<file path="src/rtl/w2r_sync_status_if.sv">
// Read-domain FIFO status bus: synchronized write pointer in, read pointer, address and status out.
interface w2r_sync_status_if #(
    parameter int ADDRSIZE = 4
);
    logic [ADDRSIZE:0]   wptr_gray;
    logic                r_inc;
    logic [ADDRSIZE:0]   ae_thresh;
    logic                err_clr;
    logic [ADDRSIZE-1:0] raddr;
    logic [ADDRSIZE:0]   rptr_gray;
    logic                r_empty;
    logic                r_almost_empty;
    logic [ADDRSIZE:0]   r_count;
    logic                sync_err;

    modport master (
        output wptr_gray, r_inc, ae_thresh, err_clr,
        input  raddr, rptr_gray, r_empty, r_almost_empty, r_count, sync_err
    );

    modport slave (
        input  wptr_gray, r_inc, ae_thresh, err_clr,
        output raddr, rptr_gray, r_empty, r_almost_empty, r_count, sync_err
    );
endinterface

</file>
<file path="src/rtl/w2r_sync_status.sv">
// Read-domain half of an async FIFO: write-pointer synchronizer, read pointer,
// registered empty / almost-empty / fill count, and a sticky pointer-CDC error flag.
module w2r_sync_status #(
    parameter int ADDRSIZE    = 4,
    parameter int SYNC_STAGES = 2
) (
    input  logic             r_clk,
    input  logic             r_rst_n,
    w2r_sync_status_if.slave bus
);
    localparam int PW = ADDRSIZE + 1;
    localparam logic [PW-1:0] DEPTH = {1'b1, {ADDRSIZE{1'b0}}};

    if (SYNC_STAGES < 2) begin : g_bad_sync_stages
        $error("w2r_sync_status: SYNC_STAGES must be 2 or more");
    end

    function automatic logic [PW-1:0] gray2bin(input logic [PW-1:0] g);
        logic [PW-1:0] b;
        b[PW-1] = g[PW-1];
        for (int i = PW - 2; i >= 0; i--) b[i] = b[i+1] ^ g[i];
        return b;
    endfunction

    function automatic logic [PW-1:0] bin2gray(input logic [PW-1:0] b);
        return (b >> 1) ^ b;
    endfunction

    function automatic int unsigned popcount(input logic [PW-1:0] v);
        int unsigned n;
        n = 0;
        for (int i = 0; i < PW; i++) n += int'(v[i]);
        return n;
    endfunction

    logic [PW-1:0] sync_q [SYNC_STAGES];
    logic [PW-1:0] sync_d [SYNC_STAGES];
    logic [PW-1:0] rbin_q, rbin_d;
    logic [PW-1:0] rgray_q, rgray_d;
    logic [PW-1:0] count_q, count_d;
    logic [PW-1:0] s_prev_q, s_prev_d;
    logic          empty_q, empty_d;
    logic          aempty_q, aempty_d;
    logic          err_q, err_d;
    logic [PW-1:0] s_wgray, s_wbin;
    logic          rd_acc, viol;

    // Synchronizer boundary: pure flop chain, nothing between stages.
    always_comb begin
        sync_d[0] = bus.wptr_gray;
        for (int i = 1; i < SYNC_STAGES; i++) sync_d[i] = sync_q[i-1];
    end

    assign s_wgray = sync_q[SYNC_STAGES-1];
    assign s_wbin  = gray2bin(s_wgray);

    // Status boundary: everything below is computed from the synchronized pointer.
    always_comb begin
        rd_acc   = bus.r_inc & ~empty_q;
        rbin_d   = rbin_q + {{ADDRSIZE{1'b0}}, rd_acc};
        rgray_d  = bin2gray(rbin_d);
        count_d  = s_wbin - rbin_d;
        empty_d  = (rgray_d == s_wgray);
        aempty_d = (count_d <= bus.ae_thresh);
        s_prev_d = s_wgray;
        viol     = (popcount(s_wgray ^ s_prev_q) > 1) || (count_d > DEPTH);
        err_d    = viol | (err_q & ~bus.err_clr);
    end

    always_ff @(posedge r_clk or negedge r_rst_n) begin
        if (!r_rst_n) begin
            for (int i = 0; i < SYNC_STAGES; i++) sync_q[i] <= '0;
            rbin_q   <= '0;
            rgray_q  <= '0;
            count_q  <= '0;
            s_prev_q <= '0;
            empty_q  <= 1'b1;
            aempty_q <= 1'b1;
            err_q    <= 1'b0;
        end else begin
            for (int i = 0; i < SYNC_STAGES; i++) sync_q[i] <= sync_d[i];
            rbin_q   <= rbin_d;
            rgray_q  <= rgray_d;
            count_q  <= count_d;
            s_prev_q <= s_prev_d;
            empty_q  <= empty_d;
            aempty_q <= aempty_d;
            err_q    <= err_d;
        end
    end

    assign bus.raddr          = rbin_q[ADDRSIZE-1:0];
    assign bus.rptr_gray      = rgray_q;
    assign bus.r_empty        = empty_q;
    assign bus.r_almost_empty = aempty_q;
    assign bus.r_count        = count_q;
    assign bus.sync_err       = err_q;
endmodule

</file>
<file path="src/flat_wrapper.sv">
// flat-port wrapper written by rule: the top's interface ports become plain ports
module w2r_sync_status_flat 
#(
    parameter int ADDRSIZE    = 4,
    parameter int SYNC_STAGES = 2
)
  (r_clk, r_rst_n, bus_wptr_gray, bus_r_inc, bus_ae_thresh, bus_err_clr, bus_raddr, bus_rptr_gray, bus_r_empty, bus_r_almost_empty, bus_r_count, bus_sync_err);
  w2r_sync_status_if #(.ADDRSIZE(ADDRSIZE)) bus_i ();
  input  logic r_clk;
  input  logic r_rst_n;
  input wire logic [$bits(bus_i.wptr_gray)-1:0] bus_wptr_gray;
  input wire logic [$bits(bus_i.r_inc)-1:0] bus_r_inc;
  input wire logic [$bits(bus_i.ae_thresh)-1:0] bus_ae_thresh;
  input wire logic [$bits(bus_i.err_clr)-1:0] bus_err_clr;
  output wire logic [$bits(bus_i.raddr)-1:0] bus_raddr;
  output wire logic [$bits(bus_i.rptr_gray)-1:0] bus_rptr_gray;
  output wire logic [$bits(bus_i.r_empty)-1:0] bus_r_empty;
  output wire logic [$bits(bus_i.r_almost_empty)-1:0] bus_r_almost_empty;
  output wire logic [$bits(bus_i.r_count)-1:0] bus_r_count;
  output wire logic [$bits(bus_i.sync_err)-1:0] bus_sync_err;
  assign bus_i.wptr_gray = bus_wptr_gray;
  assign bus_i.r_inc = bus_r_inc;
  assign bus_i.ae_thresh = bus_ae_thresh;
  assign bus_i.err_clr = bus_err_clr;
  assign bus_raddr = bus_i.raddr;
  assign bus_rptr_gray = bus_i.rptr_gray;
  assign bus_r_empty = bus_i.r_empty;
  assign bus_r_almost_empty = bus_i.r_almost_empty;
  assign bus_r_count = bus_i.r_count;
  assign bus_sync_err = bus_i.sync_err;
  w2r_sync_status #(.ADDRSIZE(ADDRSIZE), .SYNC_STAGES(SYNC_STAGES)) u_core (.r_clk(r_clk), .r_rst_n(r_rst_n), .bus(bus_i));
endmodule
</file>
<file path="config.mk">
export PLATFORM = sky130hd
export DESIGN_NAME = w2r_sync_status_flat
export DESIGN_NICKNAME = d
export VERILOG_FILES = /design/src/rtl/w2r_sync_status_if.sv /design/src/rtl/w2r_sync_status.sv /design/src/flat_wrapper.sv
export SDC_FILE = /design/constraint.sdc
export NUM_CORES = 1
export LEC_CHECK = 0
export ABC_AREA = 1
export BUFFER_PORTS_ARGS = -buffer_cell sky130_fd_sc_hd__buf_2
export CAP_MARGIN = 20
export CORE_MARGIN = 5
export CORE_UTILIZATION = 53
export DETAILED_ROUTE_END_ITERATION = 6
export MAX_ROUTING_LAYER = met4
export PLACE_DENSITY = 0.78
export SLEW_MARGIN = 40
export SYNTH_ARGS = -nofsm -noshare
export SYNTH_HDL_FRONTEND = slang
export SYNTH_SLANG_ARGS = --single-unit
export TNS_END_PERCENT = 100
</file>
<file path="constraint.sdc">
create_clock -name r_clk -period 3.5 [get_ports r_clk]
set_input_delay 1.05 -clock r_clk [delete_from_list [all_inputs] [get_ports r_clk]]
set_output_delay 1.05 -clock r_clk [all_outputs]
set_load 0.02 [all_outputs]
</file>
-- Word-level counts from Yosys, hierarchy flattened
Cells that the tools add are included.
- register bits after elaboration: 33
- input bits: 14
- output and inout port bits: 17
- logic and storage cells: 31
- add/sub/neg operators: 6
- $lt $le $gt $ge: 3
- equality and inequality tests: 1
- bitwise operators: 11
- reductions and logical operators: 1
- operators with widths (operator ; number):
    $add A32 B1 Y32 ; 3
    $gt A32 B1 Y1 const B ; 1
    $add A5 B1 Y5 ; 1
    $eq A5 B5 Y1 ; 1
    $gt A5 B5 Y1 const B ; 1
    $le A5 B5 Y1 ; 1
    $sub A5 B5 Y5 ; 1
    $xor A4 B5 Y5 ; 1
    $xor A5 B5 Y5 ; 1
    $xor A1 B1 Y1 ; 4
    $add A1 B1 Y2 ; 1
    $and A1 B1 Y1 ; 2
    $not A1 Y1 ; 2
    $logic_or A1 B1 Y1 ; 1
    $or A1 B1 Y1 ; 1

-- Logic depth before layout (Yosys ltp)
Gate-level depths: netlist of the first run.
- word-level depth: 8
- depth in mapped cells: 18
- depth with buffers taken out: 18

-- Least setup slack after synthesis of the first run
OpenSTA, ideal clock, no wires.
- kind: input-to-reg
- from: input port bus_r_inc
- to: register u_core.aempty_q (netlist: u_core.bus.r_almost_empty)
- library setup time: 0.088 ns
- data arrival time: 3.041 ns
- required time: 3.412 ns
- slack: 0.371 ns
- cell stages on the path: 13
- path buffers: 0
- cell sequence: inv_1 -> nor2_1 -> ha_1 -> ha_1 -> fa_1 -> inv_1 -> nand4_1 -> nand3_1 -> nand2_1 -> ha_1 -> nand4_1 -> o221ai_1 -> o21ai_0
- cells in the longest elaborated chain, start to end: 4
- ends and longest elaborated chain (item ; RTL line ; RTL):
    start: declaration ; flat_wrapper.sv:12 ; input wire logic [$bits(bus_i.r_inc)-1:0] bus_r_inc;
    $and A1 B1 Y1 ; w2r_sync_status.sv:59 ; rd_acc = bus.r_inc & ~empty_q;
    $add A5 B1 Y5 ; w2r_sync_status.sv:60 ; rbin_d = rbin_q + {{ADDRSIZE{1'b0}}, rd_acc};
    via u_core.rbin_d[1] ; w2r_sync_status.sv:38 ; logic [PW-1:0] rbin_q, rbin_d;
    $sub A5 B5 Y5 ; w2r_sync_status.sv:62 ; count_d = s_wbin - rbin_d;
    via u_core.count_d[4] ; w2r_sync_status.sv:40 ; logic [PW-1:0] count_q, count_d;
    $le A5 B5 Y1 ; w2r_sync_status.sv:64 ; aempty_d = (count_d <= bus.ae_thresh);
    via u_core.aempty_d ; w2r_sync_status.sv:43 ; logic aempty_q, aempty_d;
    end signal: assignment ; w2r_sync_status.sv:87 ; aempty_q <= aempty_d;
    end: declaration ; w2r_sync_status.sv:43 ;
The timed path passes the listed nets, and every way through them passes these cells.

-- Final worst setup path of the first run
- from: register u_core.sync_q, in the netlist u_core.s_prev_d[4]
- to: register u_core.aempty_q (netlist: u_core.bus.r_almost_empty)
- cells in the longest elaborated chain, start to end: 6
- ends and longest elaborated chain (item ; RTL line ; RTL):
    start: declaration ; w2r_sync_status.sv:36 ; logic [PW-1:0] sync_q [SYNC_STAGES];
    $xor A1 B1 Y1 (4 in a row) ; w2r_sync_status.sv:21 ; for (int i = PW - 2; i >= 0; i--) b[i] = b[i+1] ^ g[i];
    $sub A5 B5 Y5 (*) ; w2r_sync_status.sv:62 ;
    via u_core.count_d[4] ; w2r_sync_status.sv:40 ;
    $le A5 B5 Y1 (*) ; w2r_sync_status.sv:64 ;
    via u_core.aempty_d ; w2r_sync_status.sv:43 ;
Mark *: on every way through the listed nets, which the timed path passes. The rest lies on a longest branch.

==> results of run 1 <==
-- layout make-up --
cell class              instances  area [µm²]
fillers                       218         975
repair buffers                 31         158
clock inverters                 2        10.0
well taps                      31        38.8
inverters                      25        93.8
multi-input cells              84         604
flip-flops and latches         32         803
clock buffers                   6        51.3
-- critical path, stage by stage (launching register included) --
cell	delay, ps
dfrtp_1	480
inv_1	90
nand2_1	80
nand3_1	100
nand2_1	120
xor2_1	320
xor2_1	120
ha_1	250
fa_1	420
inv_1	90
nand4_1	120
nand3_1	90
nand2_1	90
ha_1	320
nand4_1	120
o221ai_1	150
o21ai_0	100
-- metrics by stage --
stage | utilization [%] | power (mW)
2_1_floorplan | - | 1.28
3_3_place_gp | 62.1 | 1.51
3_5_place_dp | 62.1 | 1.57
4_1_cts | 64.3 | 1.80
5_1_grt | 64.3 | 1.95
6_report | 64.3 | 1.77
-- synthesized netlist by cell type --
| master | instances | area, µm² |
|---|---|---|
| nand3_1 | 10 | 50.1 |
| dfstp_2 | 2 | 52.6 |
| nand2_1 | 27 | 101 |
| fa_1 | 3 | 60.1 |
| ha_1 | 12 | 150 |
| xnor2_1 | 3 | 26.3 |
| xnor2_2 | 1 | 16.3 |
| o221ai_1 | 1 | 8.76 |
| nor2_1 | 3 | 11.3 |
| xor2_1 | 11 | 96.3 |
| nand3b_1 | 1 | 7.51 |
| xor2_2 | 1 | 16.3 |
| a21oi_1 | 5 | 25.0 |
| dfrtp_1 | 30 | 751 |
| or2_1 | 1 | 6.26 |
| nor3_1 | 1 | 5.00 |
| o21ai_0 | 1 | 5.00 |
| inv_1 | 25 | 93.8 |
| nand4_1 | 3 | 18.8 |
-- state kept, by name (all words and copies together) (netlist names) --
signal	flops
u_core.bus.rptr_gray	4
u_core.bus.r_empty	1
u_core.rbin_q	5
u_core.bus.r_almost_empty	1
u_core.bus.sync_err	1
u_core.s_prev_d	5
u_core.sync_d	5
u_core.s_prev_q	5
u_core.bus.r_count	5
-- cell usage in the layout (no fill, tap or decap), types with 5 or more instances in the layout --
cell and count:
clkbuf_4 5, a21oi_1 5, nand3_1 10, nand2_1 27, ha_1 12, dfrtp_1 30
inv_1 25, xor2_1 11, buf_2 30
-- final timing paths --
kind                               startpoint                         to  slack, ps  cells past startpoint
max in group asynchronous             r_rst_n         u_core.s_prev_q[2]       2310                      1
hold / removal               u_core.sync_d[3]         u_core.s_prev_d[3]        360                      0
setup reg to reg           u_core.s_prev_d[4]  u_core.bus.r_almost_empty        380                     16
hold reg to reg              u_core.sync_d[3]         u_core.s_prev_d[3]        360                      0
min in group asynchronous             r_rst_n           u_core.rbin_q[3]        740                      1
setup / recovery           u_core.s_prev_d[4]  u_core.bus.r_almost_empty        380                     16
-- power by group through the flow --
stage	Clock (mW)	Combinational, mW	Sequential (mW)
floorplan	0	0.601	0.676
global placement	0	0.961	0.548
detailed placement	0	1.02	0.554
CTS	0.224	1.03	0.546
global route	0.245	1.14	0.560
finish	0.213	1.01	0.544
-- kinds of logic after synthesis --
group                    Yosys count  share of synthesized area [%]
AO/OA/AOI/OAI                      7                           2.58
XOR/XNOR                          16                           10.3
adder cells (fa/ha/maj)           15                           14.0
buffers and inverters             25                           6.25
flip-flops                        32                           53.5
AND/OR/NAND/NOR                   46                           13.3
-- per-layer routing --
| layer | up-vias | global-route usage, % | part of all wire [%] |
|---|---|---|---|
| li1 | 520 | - | - |
| met1 | 486 | 16.0 | 39 |
| met2 | 28 | 24.6 | 53 |
| met3 | 6 | 5.68 | 7.2 |
| met4 | 0 | 6.23 | 1.3 |
| met5 | - | - | 0 |
==> results.sh, run 1 <==
export IMPL_fin_area_um2=1760
export IMPL_internal_power_mw=0.977
export IMPL_pre_cts_ws_ps=50.5
export IMPL_initial_utilization_pct=54.9
export IMPL_numCtsBuffers=5
export IMPL_port_buffers=30
export IMPL_synth_warnings=0
export IMPL_post_route_drc_count=0
export IMPL_p_per_area_nw_per_um2=1010
export IMPL_drv_cap=0
export IMPL_worstSkewPairLatency_ps=330
export IMPL_cts_resized=0
export IMPL_gp_congestion=0.805
export IMPL_nets=208
export IMPL_ys_seq_area_share_pct=53.5
export IMPL_ys_types=19
export IMPL_drt_initial_drc_count=26
export IMPL_end_kind="register"
export IMPL_fin_setup_tns_ps=0
export IMPL_cts_buffer_depth=2
export IMPL_dp_hpwl_um=2120
export IMPL_io_pins=31
export IMPL_netSwitchingFraction_pct=44.8
export IMPL_clkTransAtPathRegs_ps=90
export IMPL_fmax_mhz=320
export IMPL_final_cells=211
export IMPL_clockRootBuffer="clkbuf_4"
export IMPL_leakagePower_nw=0.954
export IMPL_hold_violations=0
export IMPL_comb_power_share_pct=57.2
export IMPL_grt_pass1_wl_um=4490
export IMPL_dieWidth_um=63.2
export IMPL_rsz0062_at_grt="false"
export IMPL_syn2layout_area_growth_pct=17.2
export IMPL_grt_pass1_vias=1024
export IMPL_crit_fanout=6
export IMPL_slew_headroom_pct=55.2
export IMPL_antenna_found_initial=0
export IMPL_worstPathArrival_ps=3380
export IMPL_htree_levels=2
export IMPL_final_layout_size_suffix_gt1_share_pct=23.9
export IMPL_min_path_type="reg -> reg"
export IMPL_finalCriticalPeriod_ps=3120
export IMPL_die_area_um2=4000
export IMPL_ys_ff_latch=32
export IMPL_power_frac_seq_pct=30.7
export IMPL_hold_slack_ps=356
export IMPL_start_kind="register"
export IMPL_switchingPower_mw=0.792
export IMPL_placed_cells=203
export IMPL_cts_tree="done"
export IMPL_vdd_ir_drop_max_uv=616
export IMPL_wire_per_inst_um=12.4
export IMPL_dr_total_vias=1040
export IMPL_maxSlewViolCount=0
export IMPL_clock_sinks=32
export IMPL_crit_type="reg -> reg"
export IMPL_core_area_um2=2730
export IMPL_post_cts_setup_buffer_count=0
export IMPL_clkPwrFrac_pct=12.0
export IMPL_rows=19
export IMPL_required_ps=3760
export IMPL_status="completed"
export IMPL_grt_max_degree=33
export IMPL_fin_crit_sh_pct=89.3
export IMPL_grt_overflow=0
export IMPL_dr_pass1_iters=4
export IMPL_grt_usage_pct=14.9
export IMPL_wl_um=2620
export IMPL_syn_nets=170
export IMPL_finalSetupViolCount=0
export IMPL_post_cts_hold_buffer_count=0
export IMPL_worst_slack_ps=375
export IMPL_syn_avg_cell_area_um2=10.6
export IMPL_die_h_um=63.2
export IMPL_worst_pin_slew_ps=672
export IMPL_fin_skew_ps=5.33
export IMPL_viasPerCell=4.93
export IMPL_antenna_cells=0
export IMPL_netlist_instances=141
export IMPL_mappedNetlistArea_um2=1500
export IMPL_dpl_cell_area_um2=1700
export IMPL_antenna_left=0
No activity file was read; power rests on OpenSTA's default activity.
==> run 2: changes to the inputs <==
--- a/config.mk
+++ b/config.mk
@@ -5,7 +5,6 @@
 export SDC_FILE = /design/constraint.sdc
 export NUM_CORES = 1
 export LEC_CHECK = 0
-export ABC_AREA = 1
 export BUFFER_PORTS_ARGS = -buffer_cell sky130_fd_sc_hd__buf_2
 export CAP_MARGIN = 20
 export CORE_MARGIN = 5
==> results.sh, run 2 <==
export IMPL_end_kind="register"
export IMPL_core_area_um2=2730
export IMPL_slew_headroom_pct=55.9
export IMPL_required_ps=3760
export IMPL_netlist_instances=117
export IMPL_finalSetupViolCount=0
export IMPL_cp_top_family="XOR/XNOR gates"
export IMPL_fin_crit_sh_pct=94.1
export IMPL_drv_cap=0
export IMPL_worst_path_buf_inv=0
export IMPL_status="completed"
export IMPL_initial_utilization_pct=54.9
export IMPL_syn_nets=146
export IMPL_p_total_mw=1.95
export IMPL_ys_types=28
export IMPL_synth_top_cells_by_count="dfrtp_1 (30), xor2_1 (17), inv_1 (15)"
export IMPL_viasPerCell=5.07
export IMPL_ys_ff_latch=32
export IMPL_dr_pass1_iters=4
export IMPL_final_layout_size_suffix_gt1_share_pct=35.0
export IMPL_worst_pin_slew_ps=662
export IMPL_mostFrequentLayoutCell="buf_2"
export IMPL_grt_pass1_wl_um=4460
export IMPL_yosysMostFrequentCell="dfrtp_1"
export IMPL_placed_cells=186
export IMPL_rr_worst_depth=12
export IMPL_finalCriticalPeriod_ps=3290
export IMPL_numCtsBuffers=5
export IMPL_post_cts_setup_buffer_count=0
export IMPL_wl_um=2530
export IMPL_antenna_left=0
export IMPL_crit_type="reg -> reg"
export IMPL_grt_overflow=0
export IMPL_synth_warnings=0
export IMPL_hold_violations=0
export IMPL_die_h_um=63.2
export IMPL_dr_total_vias=984
export IMPL_io_pins=31
export IMPL_yosys_area_top_type="dfrtp_1"
export IMPL_maxSlewViolCount=0
export IMPL_grt_pass1_vias=1023
export IMPL_fmax_mhz=304
export IMPL_nets=191
export IMPL_yosys_area_top_type_share_pct=50.0
export IMPL_final_cells=194
export IMPL_htree_levels=2
export IMPL_hold_depth=0
export IMPL_antenna_cells=0
export IMPL_hold_slack_ps=362
export IMPL_clock_sinks=32
export IMPL_p_per_area_nw_per_um2=1070
export IMPL_rows=19
export IMPL_grt_usage_pct=14.6
export IMPL_cts_buffer_depth=2
export IMPL_synth_async_reset_ratio_pct=100
export IMPL_synth_edff_count=0
export IMPL_critPathMaxStageDelay_ps=470
export IMPL_r2r_slack_ps=210
export IMPL_cp_depth=12
export IMPL_die_area_um2=4000
export IMPL_dp_hpwl_um=2020
export IMPL_leakagePower_nw=0.927
export IMPL_yosys_most_used_dff="dfrtp_1"
export IMPL_start_kind="register"
export IMPL_port_buffers=30
export IMPL_wire_per_inst_um=13.0
export IMPL_final_util_pct=66.7
export IMPL_dieWidth_um=63.2
export IMPL_vdd_ir_drop_max_uv=659
export IMPL_synth_area_leaders="dfrtp_1 (50%), ha_1 (10%), xor2_1 (9.9%), fa_1 (4.0%), inv_1 (3.8%)"
export IMPL_ys_seq_area_share_pct=53.5
export IMPL_antenna_found_initial=0
export IMPL_clockRootBuffer="clkbuf_4"
export IMPL_syn2layout_area_growth_pct=21.4
export IMPL_cts_tree="done"
export IMPL_layout_common_cells="buf_2 (30), dfrtp_1 (29), xor2_1 (16)"
export IMPL_post_route_drc_count=0
export IMPL_post_cts_hold_buffer_count=0
export IMPL_grt_max_degree=33
export IMPL_worstSkewPairLatency_ps=330
export IMPL_mappedNetlistArea_um2=1500
export IMPL_gp_congestion=0.801
export IMPL_syn_avg_cell_area_um2=12.8
export IMPL_min_path_type="reg -> reg"
export IMPL_drt_initial_drc_count=24
export IMPL_fin_skew_ps=5.57
export IMPL_crit_chain="xnor3_2, xor2_2, xor2_1, ha_1, fa_1, nor2b_1, nand2_1, o211ai_1, xor2_1, ha_1, o21a_1, o22ai_1"
export IMPL_clkTransAtPathRegs_ps=100
export IMPL_crit_fanout=6
export IMPL_slowest_stage="xnor3_2"
export IMPL_worstPathArrival_ps=3550
-- run 2: cell count changes after synthesis, moves of 2 or more --
cell	before	now
nand2_1	27	4
xor2_1	11	17
a21oi_1	5	2
o21a_1	0	3
nor2_1	3	0
nand4_1	3	1
nor2b_1	0	3
nand3_1	10	5
inv_1	25	15
-- run 2: through the flow --
stage | setup TNS [ps] | cell area, µm² | setup slack [ps]
after global placement | -50.1 | 1750 | -50.1
final | 0 | 1820 | 207
after floorplan | 0 | 1500 | 80.3
after CTS | 0 | 1810 | 68.9
after detailed placement | -113 | 1750 | -112
after global routing | -2.74 | 1820 | -2.74
-- run 2: path summary, 6_finish.rpt --
path	start	to
max	u_core.s_prev_d[3]	u_core.bus.r_almost_empty
min	u_core.sync_d[0]	u_core.s_prev_d[0]
max reg2reg	u_core.s_prev_d[3]	u_core.bus.r_almost_empty
min reg2reg	u_core.sync_d[0]	u_core.s_prev_d[0]
max in group asynchronous	r_rst_n	u_core.s_prev_d[3]
min in group asynchronous	r_rst_n	u_core.bus.rptr_gray[0]
-- run 2: routing by layer --
layer / vias to the layer above / GRT usage, % / wire (µm)
li1: 470 / - / -
met1: 480 / 16.1 / 989
met2: 28 / 24.1 / 1320
met3: 6 / 5.33 / 174
met4: 0 / 5.45 / 44
met5: - / - / 0
-- run 2: power breakdown --
part	switching (mW)	internal, mW	total (mW)	leakage, nW
combinational	0.659	0.547	1.21	0.532
clock	0.126	0.0789	0.205	0.0274
sequential	0.0439	0.493	0.537	0.368
total	0.829	1.12	1.95	0.927
-- run 2: what timing repair did --
action	in CTS	in global routing
endpoints found under the hold margin	0	0
resized for setup	0	2
endpoints found under the setup margin	0	1
-- run 2: kinds of logic (layout without fill, tap and decap cells) --
logic type                 Yosys count  in the layout  share of synthesized area, %
and+or+nand+nor                     19             19                          7.83
xor gates and xnor gates            23             23                          14.9
buffers and inverters               17             63                          4.33
adders and majority gates           15             15                          14.0
DFF                                 32             32                          53.5
AOI/OAI and AO/OA                   11             11                          5.42
-- run 2: cell type report --
| class | instances | area, µm² |
|---|---|---|
| fill | 212 | 911 |
| timing repair buffer | 39 | 218 |
| sequential | 32 | 805 |
| clock buffer | 5 | 37.5 |
| inverter | 16 | 60.1 |
| tap | 31 | 38.8 |
| multi-input combinational | 68 | 641 |
| clock inverter | 3 | 23.8 |
